<file path="src/rtl/i2s_pkg.sv">
// Shared I2S encodings and helpers, common to the transmit and receive paths.
// Also holds the receiver state type and the data-length decoder.
package i2s_pkg;

  localparam logic [1:0] WM_OFF  = 2'b00;
  localparam logic [1:0] WM_SEND = 2'b01;
  localparam logic [1:0] WM_RECV = 2'b10;

  localparam logic [1:0] FMT_I2S = 2'b00;
  localparam logic [1:0] FMT_MSB = 2'b01;
  localparam logic [1:0] FMT_LSB = 2'b10;

  localparam logic [1:0] CHM_STEREO = 2'b00;
  localparam logic [1:0] CHM_LEFT   = 2'b01;
  localparam logic [1:0] CHM_RIGHT  = 2'b10;

  localparam logic CHL_16 = 1'b0;
  localparam logic CHL_32 = 1'b1;

  localparam logic [1:0] DAL_8  = 2'b00;
  localparam logic [1:0] DAL_16 = 2'b01;
  localparam logic [1:0] DAL_24 = 2'b10;
  localparam logic [1:0] DAL_32 = 2'b11;

  typedef enum logic [1:0] {IDLE, SYNC, RECV} rx_state_e;

  function automatic logic [5:0] dal_bits(input logic [1:0] dal);
    logic [5:0] bits;
    case (dal)
      DAL_8:   bits = 6'd8;
      DAL_16:  bits = 6'd16;
      DAL_24:  bits = 6'd24;
      default: bits = 6'd32;
    endcase
    return bits;
  endfunction

endpackage

</file>
<file path="src/rtl/i2s_rx_sync.sv">
// Brings the asynchronous SCK/WS/SD lines into the clk_i domain and produces a
// registered one-cycle SCK-rise pulse together with the WS/SD values sampled at that rise.
module i2s_rx_sync #(
  parameter int SYNC_STAGES = 2
) (
  input  logic clk_i,
  input  logic rst_i,
  input  logic sck_i,
  input  logic ws_i,
  input  logic sd_i,
  output logic sck_rise_o,
  output logic ws_o,
  output logic sd_o
);

  logic [SYNC_STAGES-1:0] sck_sync_q, sck_sync_d;
  logic [SYNC_STAGES-1:0] ws_sync_q, ws_sync_d;
  logic [SYNC_STAGES-1:0] sd_sync_q, sd_sync_d;
  logic sck_dly_q, sck_dly_d;
  logic rise_q, rise_d;
  logic ws_q, ws_d;
  logic sd_q, sd_d;
  logic sck_s, ws_s, sd_s, rise;

  assign sck_s = sck_sync_q[SYNC_STAGES-1];
  assign ws_s  = ws_sync_q[SYNC_STAGES-1];
  assign sd_s  = sd_sync_q[SYNC_STAGES-1];
  assign rise  = sck_s & ~sck_dly_q;

  always_comb begin
    sck_sync_d = {sck_sync_q[SYNC_STAGES-2:0], sck_i};
    ws_sync_d  = {ws_sync_q[SYNC_STAGES-2:0], ws_i};
    sd_sync_d  = {sd_sync_q[SYNC_STAGES-2:0], sd_i};
    sck_dly_d  = sck_s;
    rise_d     = rise;
    ws_d       = rise ? ws_s : ws_q;
    sd_d       = rise ? sd_s : sd_q;
  end

  always_ff @(posedge clk_i or posedge rst_i) begin
    if (rst_i) begin
      sck_sync_q <= '0;
      ws_sync_q  <= '0;
      sd_sync_q  <= '0;
      sck_dly_q  <= 1'b0;
      rise_q     <= 1'b0;
      ws_q       <= 1'b0;
      sd_q       <= 1'b0;
    end else begin
      sck_sync_q <= sck_sync_d;
      ws_sync_q  <= ws_sync_d;
      sd_sync_q  <= sd_sync_d;
      sck_dly_q  <= sck_dly_d;
      rise_q     <= rise_d;
      ws_q       <= ws_d;
      sd_q       <= sd_d;
    end
  end

  assign sck_rise_o = rise_q;
  assign ws_o       = ws_q;
  assign sd_o       = sd_q;

endmodule

</file>
<file path="src/rtl/i2s_rx_core.sv">
// Slave-mode I2S receiver: deserialises each WS slot, extracts the audio word
// for the configured format/length and offers it on a single-entry valid/ready output.
module i2s_rx_core
  import i2s_pkg::*;
#(
  parameter int DATA_WIDTH  = 32,
  parameter int SYNC_STAGES = 2
) (
  input  logic                  clk_i,
  input  logic                  rst_i,
  input  logic                  en_i,
  input  logic [1:0]            wm_i,
  input  logic [1:0]            fmt_i,
  input  logic [1:0]            chm_i,
  input  logic                  chl_i,
  input  logic [1:0]            dal_i,
  input  logic                  lsb_i,
  input  logic                  clr_i,
  output logic                  busy_o,
  output logic                  ovf_o,
  output logic                  frm_err_o,
  output logic                  rx_valid_o,
  input  logic                  rx_ready_i,
  output logic [DATA_WIDTH-1:0] rx_data_o,
  output logic                  rx_chn_o,
  input  logic                  i2s_sck_i,
  input  logic                  i2s_ws_i,
  input  logic                  i2s_sd_i
);

  logic sck_rise, ws_smp, sd_smp;
  rx_state_e state_q, state_d;
  logic [5:0] cnt_q, cnt_d;
  logic [DATA_WIDTH-1:0] shreg_q, shreg_d, rx_data_q, rx_data_d;
  logic ws_dly_q, ws_dly_d, fws_prev_q, fws_prev_d;
  logic rx_valid_q, rx_valid_d, rx_chn_q, rx_chn_d;
  logic ovf_q, ovf_d, frm_err_q, frm_err_d;
  logic active, fws, boundary, keep_chn, emit;
  logic [5:0] dal, chl;
  logic [DATA_WIDTH-1:0] mask, masked, rev_all, word;

  i2s_rx_sync #(.SYNC_STAGES(SYNC_STAGES)) u_sync (
    .clk_i      (clk_i),
    .rst_i      (rst_i),
    .sck_i      (i2s_sck_i),
    .ws_i       (i2s_ws_i),
    .sd_i       (i2s_sd_i),
    .sck_rise_o (sck_rise),
    .ws_o       (ws_smp),
    .sd_o       (sd_smp)
  );

  assign active   = en_i && (wm_i == WM_RECV);
  assign dal      = dal_bits(dal_i);
  assign chl      = (chl_i == CHL_32) ? 6'd32 : 6'd16;
  // I2S frames lag WS by one bit, so the delayed WS sample marks the slot.
  assign fws      = (fmt_i == FMT_I2S) ? ws_dly_q : ws_smp;
  assign boundary = sck_rise && (fws != fws_prev_q);
  assign keep_chn = !((chm_i == CHM_LEFT && fws_prev_q) || (chm_i == CHM_RIGHT && !fws_prev_q));

  always_comb begin
    mask    = (DATA_WIDTH'(1) << dal) - DATA_WIDTH'(1);
    masked  = shreg_q & mask;
    rev_all = '0;
    for (int i = 0; i < DATA_WIDTH; i++) rev_all[i] = masked[DATA_WIDTH-1-i];
    word    = lsb_i ? (rev_all >> (6'd32 - dal)) : masked;
  end

  always_comb begin
    state_d    = state_q;
    cnt_d      = cnt_q;
    shreg_d    = shreg_q;
    ws_dly_d   = ws_dly_q;
    fws_prev_d = fws_prev_q;
    rx_valid_d = rx_valid_q;
    rx_data_d  = rx_data_q;
    rx_chn_d   = rx_chn_q;
    ovf_d      = ovf_q;
    frm_err_d  = frm_err_q;
    emit       = 1'b0;

    if (sck_rise) begin
      ws_dly_d   = ws_smp;
      fws_prev_d = fws;
    end
    if (clr_i) begin
      ovf_d     = 1'b0;
      frm_err_d = 1'b0;
    end
    if (rx_valid_q && rx_ready_i) rx_valid_d = 1'b0;

    if (!active) begin
      state_d    = IDLE;
      cnt_d      = '0;
      shreg_d    = '0;
      rx_valid_d = 1'b0;
      rx_data_d  = '0;
      rx_chn_d   = 1'b0;
      ovf_d      = 1'b0;
      frm_err_d  = 1'b0;
    end else begin
      unique case (state_q)
        IDLE: state_d = SYNC;
        SYNC: begin
          if (boundary) begin
            state_d = RECV;
            cnt_d   = 6'd1;
            shreg_d = {{(DATA_WIDTH-1){1'b0}}, sd_smp};
          end
        end
        RECV: begin
          if (boundary) begin
            if (cnt_q != chl) frm_err_d = 1'b1;
            if (cnt_q < dal) frm_err_d = 1'b1;
            else emit = keep_chn;
            cnt_d   = 6'd1;
            shreg_d = {{(DATA_WIDTH-1){1'b0}}, sd_smp};
          end else if (sck_rise) begin
            if (cnt_q != 6'd63) cnt_d = cnt_q + 6'd1;
            if (fmt_i == FMT_LSB || cnt_q < dal) shreg_d = {shreg_q[DATA_WIDTH-2:0], sd_smp};
          end
        end
        default: state_d = IDLE;
      endcase
    end

    // A pending, unaccepted word wins over a new one; the new word is lost.
    if (emit) begin
      if (rx_valid_q && !rx_ready_i) begin
        ovf_d = 1'b1;
      end else begin
        rx_valid_d = 1'b1;
        rx_data_d  = word;
        rx_chn_d   = fws_prev_q;
      end
    end
  end

  always_ff @(posedge clk_i or posedge rst_i) begin
    if (rst_i) begin
      state_q    <= IDLE;
      cnt_q      <= '0;
      shreg_q    <= '0;
      ws_dly_q   <= 1'b0;
      fws_prev_q <= 1'b0;
      rx_valid_q <= 1'b0;
      rx_data_q  <= '0;
      rx_chn_q   <= 1'b0;
      ovf_q      <= 1'b0;
      frm_err_q  <= 1'b0;
    end else begin
      state_q    <= state_d;
      cnt_q      <= cnt_d;
      shreg_q    <= shreg_d;
      ws_dly_q   <= ws_dly_d;
      fws_prev_q <= fws_prev_d;
      rx_valid_q <= rx_valid_d;
      rx_data_q  <= rx_data_d;
      rx_chn_q   <= rx_chn_d;
      ovf_q      <= ovf_d;
      frm_err_q  <= frm_err_d;
    end
  end

  assign busy_o     = (state_q == RECV) && (cnt_q != 6'd0);
  assign ovf_o      = ovf_q;
  assign frm_err_o  = frm_err_q;
  assign rx_valid_o = rx_valid_q;
  assign rx_data_o  = rx_data_q;
  assign rx_chn_o   = rx_chn_q;

endmodule
</file>
<file path="config.mk">
export PLATFORM = sky130hd
export DESIGN_NAME = i2s_rx_core
export DESIGN_NICKNAME = d
export VERILOG_FILES = /design/src/rtl/i2s_pkg.sv /design/src/rtl/i2s_rx_sync.sv /design/src/rtl/i2s_rx_core.sv
export SDC_FILE = /design/constraint.sdc
export NUM_CORES = 1
export LEC_CHECK = 0
export CORE_UTILIZATION = 50
export DETAILED_ROUTE_END_ITERATION = 7
export PLACE_DENSITY_LB_ADDON = 0.15
export SYNTH_ARGS = -nofsm -noshare
export SYNTH_HDL_FRONTEND = slang
export SYNTH_SLANG_ARGS = --single-unit
</file>
<file path="constraint.sdc">
create_clock -name clk_i -period 2.58 [get_ports clk_i]
set_clock_uncertainty 0.15 [all_clocks]
set_input_delay 0.258 -clock clk_i [delete_from_list [all_inputs] [get_ports clk_i]]
set_output_delay 0.258 -clock clk_i [all_outputs]
set_load 0.005 [all_outputs]
</file>
* After elaboration in Yosys (flattened, before gate mapping)
Cells that the tools add are included.
Word-level totals: bits in registers 88, bits in latches 0, bits in writable memories 0, bits in read-only memories 0, input port bits 18, memories 0
Cells by class: $add $sub $neg 3, multipliers 0, divide/modulo/power cells 0, order comparisons 1, equal/unequal tests 17, shift operators 2, multiplexer cells 43, bitwise operators 3, reductions and logical operators 19
Operator list (number):
- 32-bit 2-to-1 mux | 9
- 32-bit case mux with 2 select lines | 1
- 6-bit 2-to-1 mux | 6
- 32-bit bitwise AND | 1
- 1-bit by 6-bit left shift with 32-bit output (first input constant) | 1
- 32-bit by 6-bit >> shifter with 32-bit output | 1
- 32-bit by 2-bit subtractor with 32-bit output (second input constant) | 1
- 1-bit 2-to-1 mux | 22
- 6-bit case mux with 3 select lines | 1
- 6-bit case mux with 2 select lines | 1
- 2-bit equality test (second input constant) | 5
- 4-bit inequality test (second input constant) | 2
- 4-bit AND reduction | 2
- 1-bit logical AND | 7
- 6-bit by 1-bit adder with 6-bit output (second input constant) | 1
- 2-bit by 1-bit equality test with 1-bit output (second input constant) | 3
- 2-bit zero test | 3
- 6-bit less-than comparator | 1
- 6-bit inequality test | 1
- 6-bit inequality test (second input constant) | 1
- 2-bit case mux with 3 select lines | 1
- 6-bit nonzero test | 1
- 6-bit subtractor (first input constant) | 1
- 2-bit 2-to-1 mux | 2
- other kinds (10) | 13

* Longest topological paths before layout
Gate-level depths: netlist (run 1).
depth in word-level cells 9, mapped depth 13, mapped depth without buffers 9

* By module
A second synthesis (run 1) with hierarchy kept.
Second synthesis, totals: cells, all modules 488, area, all modules 4923.5 um^2
By module, submodules not included:
- i2s_rx_core | times used 1, cells each 474, area an instance 4625.7 um^2
- i2s_rx_sync | times used 1, cells each 14, area an instance 297.8 um^2

* Worst setup path before layout (run 1)
No wires, ideal clock.
path type input to register, start point in dal_i[1], end point reg shreg_q[0], arrival time 2692 ps, data required time 2351 ps, slack -341 ps, stages on the path 12, buffers on the path 3, path through clkbuf_1 > inv_1 > ha_1 > clkbuf_1 > inv_1 > ha_1 > o21ai_0 > a21oi_1 > or2_2 > a32oi_4 > buf_6 > mux2i_1
On the way: word-level cells in the longest chain between the ends 6, elaborated cells on any way between the ends 8, classes of those cells order compare (1); eq/ne (3); mux (1); reduce/logical (3)
RTL lines:
- start: declaration | RTL line i2s_rx_core.sv:16 | input logic [1:0] dal_i,
- 2-bit equality test, or another cell as far along | RTL line i2s_pkg.sv:29 | case (dal)
- 6-bit case mux with 3 select lines * | RTL line i2s_pkg.sv:29
- 6-bit less-than comparator * | RTL line i2s_rx_core.sv:120 | if (fmt_i == FMT_LSB || cnt_q < dal) shreg_d = {shreg_q[DATA_WIDTH-2:0], sd_smp};
- 1-bit logical OR * | RTL line i2s_rx_core.sv:120
- 4-bit inequality test (no source line) *
- 4-bit AND reduction (no source line) *
- end signal: assignment | RTL line i2s_rx_core.sv:154 | shreg_q <= shreg_d;
- end: declaration | RTL line i2s_rx_core.sv:34 | logic [DATA_WIDTH-1:0] shreg_q, shreg_d, rx_data_q, rx_data_d;
Every way passes the cells marked *; elsewhere a longest branch is shown, timed or not. A chain may end at the register's enable or synchronous reset.

* Final worst setup path (run 1)
start point reg cnt_q[0], end point out busy_o
On the way: word-level cells in the longest chain between the ends 2
RTL lines:
- start: declaration | RTL line i2s_rx_core.sv:33 | logic [5:0] cnt_q, cnt_d;
- start signal: assignment | RTL line i2s_rx_core.sv:153 | cnt_q <= cnt_d;
- 6-bit nonzero test | RTL line i2s_rx_core.sv:165 | assign busy_o = (state_q == RECV) && (cnt_q != 6'd0);
- 1-bit logical AND | RTL line i2s_rx_core.sv:165
- end: declaration | RTL line i2s_rx_core.sv:19 | output logic busy_o,
Every way passes these cells.

==> results of run 1 <==
[worst paths after layout]
kind | cells past startpoint | slack [ps] | to
worst max-delay path | 5 | 180 | busy_o
worst min-delay path | 1 | 170 | u_sync.sck_sync_q[0]
worst max register to register | 10 | 240 | rx_data_o[11]
worst min register to register | 0 | 210 | u_sync.sck_sync_q[1]
max in group asynchronous | 3 | 1700 | shreg_q[28]
min in group asynchronous | 3 | 220 | rx_valid_o
[cell type report]
cell class,count,share of cell area
Clock inverter,5,0.0174
Sequential cell,88,0.369
Clock buffer,11,0.0237
Timing Repair Buffer,84,0.149
Tap cell,129,0.0271
Inverter,45,0.0290
Multi-Input combinational cell,318,0.384
[metrics by stage]
step | total power [W] | util | cell area, um2
6_report | 0.00285 | 0.642 | 5960
5_1_grt | 0.00295 | 0.642 | 5960
4_1_cts | 0.00287 | 0.638 | 5920
3_5_place_dp | 0.00170 | 0.599 | 5560
3_3_place_gp | 0.00169 | 0.599 | 5560
2_1_floorplan | 0.00161 | - | 4810
[power by group through the flow]
stage,registers [W],clock network [W],logic [W]
detailed placement,0.00144,0,0.000259
floorplan,0.00143,0,0.000172
global route,0.00142,0.00124,0.000291
CTS,0.00141,0.00119,0.000265
global placement,0.00144,0,0.000255
finish,0.00141,0.00117,0.000267
[registers in the layout, indices dropped and copies added, names as in the netlist, 2 cells and up]
name,count
rx_data_o,32
shreg_q,32
cnt_q,6
state_q,2
u_sync.sck_sync_q,2
u_sync.sd_sync_q,2
u_sync.ws_sync_q,2
[Yosys cell counts, types with 2 or more instances]
master	instances
a211oi_1	3
a21o_1	2
a21oi_1	20
a221oi_1	8
a22o_1	9
a22oi_1	8
a31oi_1	2
and3_1	3
buf_2	5
buf_6	6
clkbuf_1	19
dfrtp_1	88
ha_1	8
inv_1	45
mux2_2	12
mux2i_1	66
mux4_2	8
nand2_1	90
nand2b_1	4
nand3_1	7
nor2_1	22
nor2b_1	5
nor3_1	2
o211ai_1	4
o21ai_0	13
or3_1	9
[logic make-up (layout without fill, tap and decap cells)]
| logic type | Yosys count | count (layout) | synth area share |
|---|---|---|---|
| AO/OA/AOI/OAI | 76 | 76 | 0.114 |
| adder cells (fa/ha/maj) | 8 | 8 | 0.0209 |
| flip-flops | 88 | 88 | 0.459 |
| AND/OR/NAND/NOR | 148 | 148 | 0.133 |
| multiplexers | 86 | 86 | 0.203 |
| buffers and inverters | 75 | 145 | 0.0693 |
[worst register-to-register path, cell delays in order, from the launching register on]
cell and delay (ps):
dfrtp_1 460, ha_1 300, o21ai_0 70, a21oi_1 210, buf_4 160, o221ai_2 100, nor3_2 160, buf_4 180
buf_6 130, clkbuf_16 150, mux2i_1 180
[per-layer routing]
metal / share of wire / vias up
li1: - / 1776
met1: 0.47 / 1915
met2: 0.46 / 163
met3: 0.057 / 17
met4: 0.018 / 0
met5: 0 / -
[timing repair]
action	4_1_cts	5_1_grt
cloned	2	1
pin swaps	1	0
endpoints found under the setup margin	18	66
gates resized for setup	4	7
hold buffers	0	0
setup buffers	3	3
==> reports/summary.txt, run 1 <==
Die Area = 0.0100 mm2
Post-Route WL = 12000 um
Slew headroom = 0.544
leading area contributor after synthesis = dfrtp_1
Yosys cell types = 39
DRC violations left = 0
minimum clock period = 2400 ps
# IOs = 55
largest net degree at the start of global routing = 89
hpwl dp = 7970 um
crit path max fanout = 4
Register Area = 0.00220 mm2
commonest non-fill, non-tap cell in the layout = nand2_1
dpl ws = -398 ps
GPL Wtd Cong = 0.865
met1 Usage GRT = 0.355
Worst EP required = 2170 ps
placed insts = 656
RSZ-0062 raised after global routing = false
Sw Ratio = 0.237
Clock Root Buffer = clkbuf_8
switching power = 0.000676 W
commonest cells after routing, fill and taps aside = 90 x nand2_1, 88 x dfrtp_1, 66 x mux2i_1
worst skew pair latency = 360 ps
n_diodes = 0
via count = 3871
GR met2 Demand/Resource = 0.377
Starting DRT DRC Count = 406
register area share after synthesis = 0.459
Final WS setup = 176 ps
Die Y = 100 um
PortBufs = 54
Worst-Margin Slew = 681 ps
P_int = 0.00218 W
cell family with most CP delay = buffers and inverters
hold_sp = i2s_sck_i
Synth top area share = 0.459
H-tree levels = 3
sequential power share = 0.495
initial antenna violation count = 0
Ys Warns = 0
achievable frequency = 416 MHz
Top Usage Layer GRT = met2
outcome = complete, no violations
Syn-to-layout area delta = 24.2%
Critical Path AT = 2000 ps
MaxCap Viol Count = 0
Hold Path Class = input pin to flop
Fill cells = 777
Peak VDD IR = 0.000422 V
FFs w/ async S/R, synth = 1.00
Leakage = 2.50 nW
clk sinks = 88
core footprint = 0.00928 mm2
slowest stage delay, CP = 550 ps
Hold WS = 174 ps
Total GRT Usage = 0.244
Final setup violation count = 0
CP max-delay cell = clkdlybuf4s50_1
combinational power share = 0.094
path type of the worst setup path = flop to primary output
crit share post-route = 0.932
largest cells by area after synthesis = dfrtp_1 46%, mux2i_1 14%, nand2_1 7.0%
antenna-violating nets left = 0
vias per std cell = 5.69
Synth Register Bits = 88
Final Non-Filler Cells = 680
Syn Inst Count = 481
DR pass1 iterations = 5
GR Util met3 = 0.0320
synthesized net count = 507
clock share of power = 0.411
worst setup path start = cnt_q[0]
PwrDens = 478 mW/mm2
CTS tree = yes
wire per inst = 17.6 um
layout cells sized above 1 = 0.140
Syn Area/Cell = 9.98 um2
nets@finish = 572
CTS buffer count = 9
Slew Limit Fails = 0
row count = 35
Multi-input gate area = 0.00229 mm2
Top FF cell, synth = dfrtp_1
mapped cell area = 0.00480 mm2
critical path, cell by cell = inv_1 > ha_1 > and3_1 > a31oi_1 > clkdlybuf4s50_1
Clock Path Buffers = 2
number of synthesized flops with an enable pin = 0
Critical Path Start Type = flop
Hold Vio Cnt, Final = 0
R2R Path Start = cnt_q[5]
Die X-Extent = 100 um
starting density of the core = 0.517
Buf+Inv Stages, Crit Path = 2
Worst-path clk slew = 90 ps
gr ovfl total = 0
global-route wire length before repair = 18600 um
setup tns final = 0 ps
vias in the first global route = 3590
crit path capture type = primary output
Note: power is estimated with default switching activity, not from simulation.
==> inputs of run 2 (changes only) <==
Settings changed: MAX_ROUTING_LAYER set to met4.
==> run 2 against run 1 <==
Against the previous run:
- sequential power about the same
- utilization increased by 0.35 points
- cell count increased by 0.59%
- flip-flop and latch count unchanged
- sequential share of layout area decreased by 0.20 points
- largest cell class unchanged
- largest power group unchanged
==> reports/summary.txt, run 2 (same netlist as run 1, synthesis figures left out) <==
PwrDens = 445 mW/mm2
achievable frequency = 404 MHz
Die Y = 100 um
minimum clock period = 2470 ps
DRC violations left = 0
commonest non-fill, non-tap cell in the layout = nand2_1
MaxCap Viol Count = 0
starting density of the core = 0.517
commonest cells after routing, fill and taps aside = 90 x nand2_1, 88 x dfrtp_1, 66 x mux2i_1
Final Core Density = 0.646
n_diodes = 0
Critical Path Start Type = input pin
Slew Limit Fails = 0
gr ovfl total = 0
crit path max fanout = 9
antenna-violating nets left = 0
Peak VDD IR = 0.000337 V
met1 WL = 5680 um
Slew headroom = 0.567
clock share of power = 0.363
CTS buffer count = 9
P_int = 0.00199 W
wire per inst = 18.0 um
largest net degree at the start of global routing = 42
Critical Path AT = 2600 ps
switching power = 0.000677 W
layout cells sized above 1 = 0.144
crit share post-route = 0.959
Highest Signal Layer = met4
Die X-Extent = 100 um
Leakage = 2.51 nW
DR pass1 iterations = 5
clk sinks = 88
global-route wire length before repair = 19200 um
Final setup violation count = 0
worst skew pair latency = 350 ps
Hold Vio Cnt, Final = 0
combinational power share = 0.107
GPL Wtd Cong = 0.894
sequential power share = 0.529
vias per std cell = 5.65
Sw Ratio = 0.253
CTS tree = yes
core footprint = 0.00928 mm2
# IOs = 55
Worst R2R Setup Slack = 290 ps
initial antenna violation count = 0
Starting DRT DRC Count = 325
worst reg2reg path endpoint = shreg_q[16]
Fill cells = 786
Worst EP required = 2700 ps
PortBufs = 54
Clock Path Buffers = 2
total power = 0.00267 W
Clock Root Buffer = clkbuf_8
Total GRT Usage = 0.256
Final WS setup = 105 ps
Worst-Margin Slew = 647 ps
Worst-path clk slew = 90 ps
outcome = complete, no violations
nets@finish = 576
R2R Path Start = ws_dly_q
Hold Path Class = input pin to asynchronous set/reset pin
Final Non-Filler Cells = 684
via count = 3867
Die Area = 0.0100 mm2
placed insts = 659
hpwl dp = 8360 um
dpl ws = -357 ps
vias in the first global route = 3779
met3 WL post-DR = 772 um
Syn-to-layout area delta = 24.9%
row count = 35
path type of the worst setup path = input pin to flop
crit path capture type = flop
wire length on met2 = 5650 um
H-tree levels = 3
worst r2r path cells = 7
Post-Route WL = 12300 um
Hold WS = 99.8 ps
## run 2: layer usage
metal / GRT usage / vias to the layer above
met4: 0.0836 / 0
met1: 0.369 / 1910
met5: - / -
met3: 0.0348 / 18
met2: 0.377 / 152
li1: - / 1787
## run 2: repair_timing
item / CTS / global route
hold buffers: 0 / 0
hold endpoints to repair: 0 / 0
gates resized for setup: 0 / 13
setup endpoints to repair: 0 / 65
buffers inserted: 0 / 3
## run 2: worst max-delay path by stage
stage / endpoint / slack, ps / from / depth (start not counted)
finish: shreg_q[16] / 110 / dal_i[0] / 12
floorplan: shreg_q[0] / 4 / dal_i[1] / 12
CTS: rx_data_o[3] / 10 / dal_i[0] / 12
detailed placement: rx_data_o[3] / -360 / dal_i[1] / 12
global placement: rx_data_o[3] / -300 / dal_i[0] / 12
global route: shreg_q[16] / -30 / dal_i[0] / 12
## run 2: power by group through the flow
stage                     sequential, W  combinational (W)  clock [W]
after detailed placement        0.00144           0.000270          0
after global routing            0.00142           0.000311    0.00104
final                           0.00141           0.000287   0.000970
after floorplan                 0.00143           0.000172          0
after global placement          0.00144           0.000269          0
after CTS                       0.00141           0.000271   0.000987
## run 2: final cells by class
class / count / area, um2 / area share
Multi-Input combinational cell: 318 / 2300 / 0.383
Sequential cell: 88 / 2200 / 0.367
Timing Repair Buffer: 88 / 963 / 0.161
Inverter: 45 / 173 / 0.0288
Tap cell: 129 / 161 / 0.0269
Clock buffer: 11 / 141 / 0.0236
Clock inverter: 5 / 56.3 / 0.00939
## run 2: critical path: stages
cell	delay [ps]
clkdlybuf4s50_1	480
inv_1	80
ha_4	270
inv_2	30
ha_1	260
o21ai_1	170
a21oi_2	50
or2_4	240
a32oi_4	250
buf_6	160
buf_12	130
mux2i_1	210
## run 2: through the flow
step	TNS (ps)	area, um2
6_report	0	6000
5_1_grt	-225	6000
4_1_cts	0	5810
3_5_place_dp	-20290	5610
3_3_place_gp	-17870	5610
2_1_floorplan	0	4810
==> inputs of run 3 (changes only) <==
Settings changed: ABC_CLOCK_PERIOD_IN_PS set to 2580, CORE_MARGIN set to 2, SYNTH_HIERARCHICAL set to 1.
==> run 3 against run 2 <==
Against the previous run:
- via count down 0.13%
- sequential share of layout area hardly changed
- critical path depth rose by 1
- sequential power about the same
- cell count grew 0.29%
- largest power group unchanged
- flip-flop and latch count stayed put
==> reports/summary.txt, run 3 <==
worst setup path start = dal_i[1]
Die X-Extent = 103 um
P_int = 0.00208 W
Syn Area/Cell = 10.1 um2
crit path capture type = flop
nets@finish = 576
Post-Route WL = 12300 um
Worst-Margin Slew = 435 ps
commonest cells after routing, fill and taps aside = 93 x nand2_1, 88 x dfrtp_1, 66 x mux2i_1
setup tns final = 0 ps
hpwl dp = 8490 um
CP max-delay cell = nor4_4
Worst R2R Setup Slack = 220 ps
Worst-path clk slew = 90 ps
largest cells by area after synthesis = dfrtp_1 45%, mux2i_1 13%, nand2_1 7.1%
Final Core Density = 0.619
Final setup violation count = 0
synthesized net count = 514
Sw Ratio = 0.243
Synth top area share = 0.447
H-tree levels = 3
CTS buffer count = 9
Total GRT Usage = 0.258
critical path, cell by cell = dlygate4sd2_1 > inv_1 > ha_4 > inv_6 > ha_1 > o21ai_0 > a21oi_2 > o221ai_2 > nor4_4 > buf_4 > buf_12 > buf_12 > mux2i_1
Slew Limit Fails = 0
PwrDens = 457 mW/mm2
DR pass1 iterations = 5
total power = 0.00274 W
Peak VDD IR = 0.000282 V
met1 Usage GRT = 0.367
Syn-to-layout area delta = 21.8%
number of synthesized flops with an enable pin = 0
clk sinks = 88
GPL Wtd Cong = 0.953
Top FF cell, synth = dfrtp_1
PortBufs = 54
via count = 3862
Starting DRT DRC Count = 265
initial antenna violation count = 0
GR met2 Demand/Resource = 0.379
antenna-violating nets left = 0
Synth top cells by count = 93 x nand2_1, 88 x dfrtp_1, 66 x mux2i_1
# IOs = 55
largest net degree at the start of global routing = 79
Die Area = 0.0107 mm2
Hold WS = 54.1 ps
crit path max fanout = 8
vias per std cell = 5.63
most used cell along the critical path = buf_12
Slew headroom = 0.710
Critical Path Start Type = input pin
Syn Inst Count = 488
mapped cell area = 0.00492 mm2
minimum clock period = 2410 ps
Top Usage Layer GRT = met2
Synth Register Bits = 88
clock share of power = 0.384
gr ovfl total = 0
crit share post-route = 0.935
Yosys cell types = 52
row count = 36
Fill cells = 829
Hold Path Class = input pin to asynchronous set/reset pin
switching power = 0.000666 W
Critical Path AT = 2550 ps
sequential power share = 0.516
Clock Path Buffers = 2
worst reg2reg path endpoint = rx_data_o[26]
layout cells sized above 1 = 0.128
global-route wire length before repair = 20100 um
starting density of the core = 0.508
DRC violations left = 0
MaxCap Viol Count = 0
GR Util met3 = 0.0625
register area share after synthesis = 0.447
slowest stage delay, CP = 310 ps
wire per inst = 18.0 um
Die Y = 103 um
most common cell in the netlist = nand2_1
worst r2r path cells = 9
worst skew pair latency = 370 ps
Hold Vio Cnt, Final = 0
core footprint = 0.00968 mm2
commonest non-fill, non-tap cell in the layout = nand2_1
outcome = complete, no violations
CTS tree = yes
combinational power share = 0.100
Ys Warns = 6
Worst EP required = 2710 ps
Final WS setup = 167 ps
Leakage = 2.52 nW
Clock Root Buffer = clkbuf_8
dpl ws = -460 ps
achievable frequency = 414 MHz
FFs w/ async S/R, synth = 1.00
vias in the first global route = 3722
leading area contributor after synthesis = dfrtp_1
RSZ-0062 raised after global routing = false
path type of the worst setup path = input pin to flop
cts-stage hold buffer count = 0
R2R Path Start = cnt_q[4]
n_diodes = 0
## run 3: layout make-up
| class | instances | area [um2] | share of cell area |
|---|---|---|---|
| inverters | 43 | 166 | 0.0277 |
| flip-flops and latches | 88 | 2200 | 0.367 |
| well taps | 133 | 166 | 0.0277 |
| repair buffers | 84 | 882 | 0.147 |
| clock inverters | 3 | 67.6 | 0.0113 |
| multi-input cells | 324 | 2370 | 0.395 |
| clock buffers | 11 | 141 | 0.0236 |
## run 3: repair_timing
| item | 4_1_cts | 5_1_grt |
|---|---|---|
| setup endpoints to repair | 46 | 6 |
| gates cloned | 2 | 0 |
| gates resized for setup | 9 | 1 |
| pin swaps | 3 | 0 |
| setup buffers | 5 | 0 |
## run 3: worst max-delay path: cells and delay by family
family | cells | cell delay [ps]
adders and majority gates | 2 | 560
muxes | 1 | 230
buffers and inverters | 6 | 770
and+or+nand+nor | 1 | 310
AOI/OAI and AO/OA | 3 | 420
## run 3: routing by layer
layer,vias to the layer above,part of all wire,routed length (um)
met2,170,0.45,5580
li1,1797,-,-
met4,0,0.014,176
met3,21,0.079,980
met5,-,0,0
met1,1874,0.45,5600
## run 3: power by group through the flow
| stage | combinational [W] | sequential [W] | clock, W |
|---|---|---|---|
| after floorplan | 0.000181 | 0.00144 | 0 |
| after global placement | 0.000262 | 0.00144 | 0 |
| after detailed placement | 0.000266 | 0.00144 | 0 |
| after CTS | 0.000273 | 0.00141 | 0.00106 |
| after global routing | 0.000302 | 0.00142 | 0.00112 |
| final | 0.000274 | 0.00141 | 0.00105 |
## run 3: through the flow
stage,cell area (um2),std cells
2_1_floorplan,4940,488
3_3_place_gp,5650,665
3_5_place_dp,5650,665
4_1_cts,5990,686
5_1_grt,6000,686
6_report,6000,686
## run 3: how the worst max path moves through the flow
stage / end / slack [ps]
after floorplan: shreg_q[0] / 20
after global placement: rx_data_o[9] / -370
after detailed placement: rx_data_o[15] / -460
after CTS: rx_data_o[9] / 150
after global routing: rx_data_o[27] / 40
final: rx_data_o[26] / 170
## run 3: cells by family (layout without fill, tap and decap cells)
logic type                 after synthesis  in the layout  share of synthesized area
adders and majority gates                8              8                     0.0203
AOI/OAI and AO/OA                       77             77                      0.109
muxes                                   86             86                      0.202
DFF                                     88             88                      0.447
and+or+nand+nor                        153            153                      0.144
buffers and inverters                   76            141                     0.0775
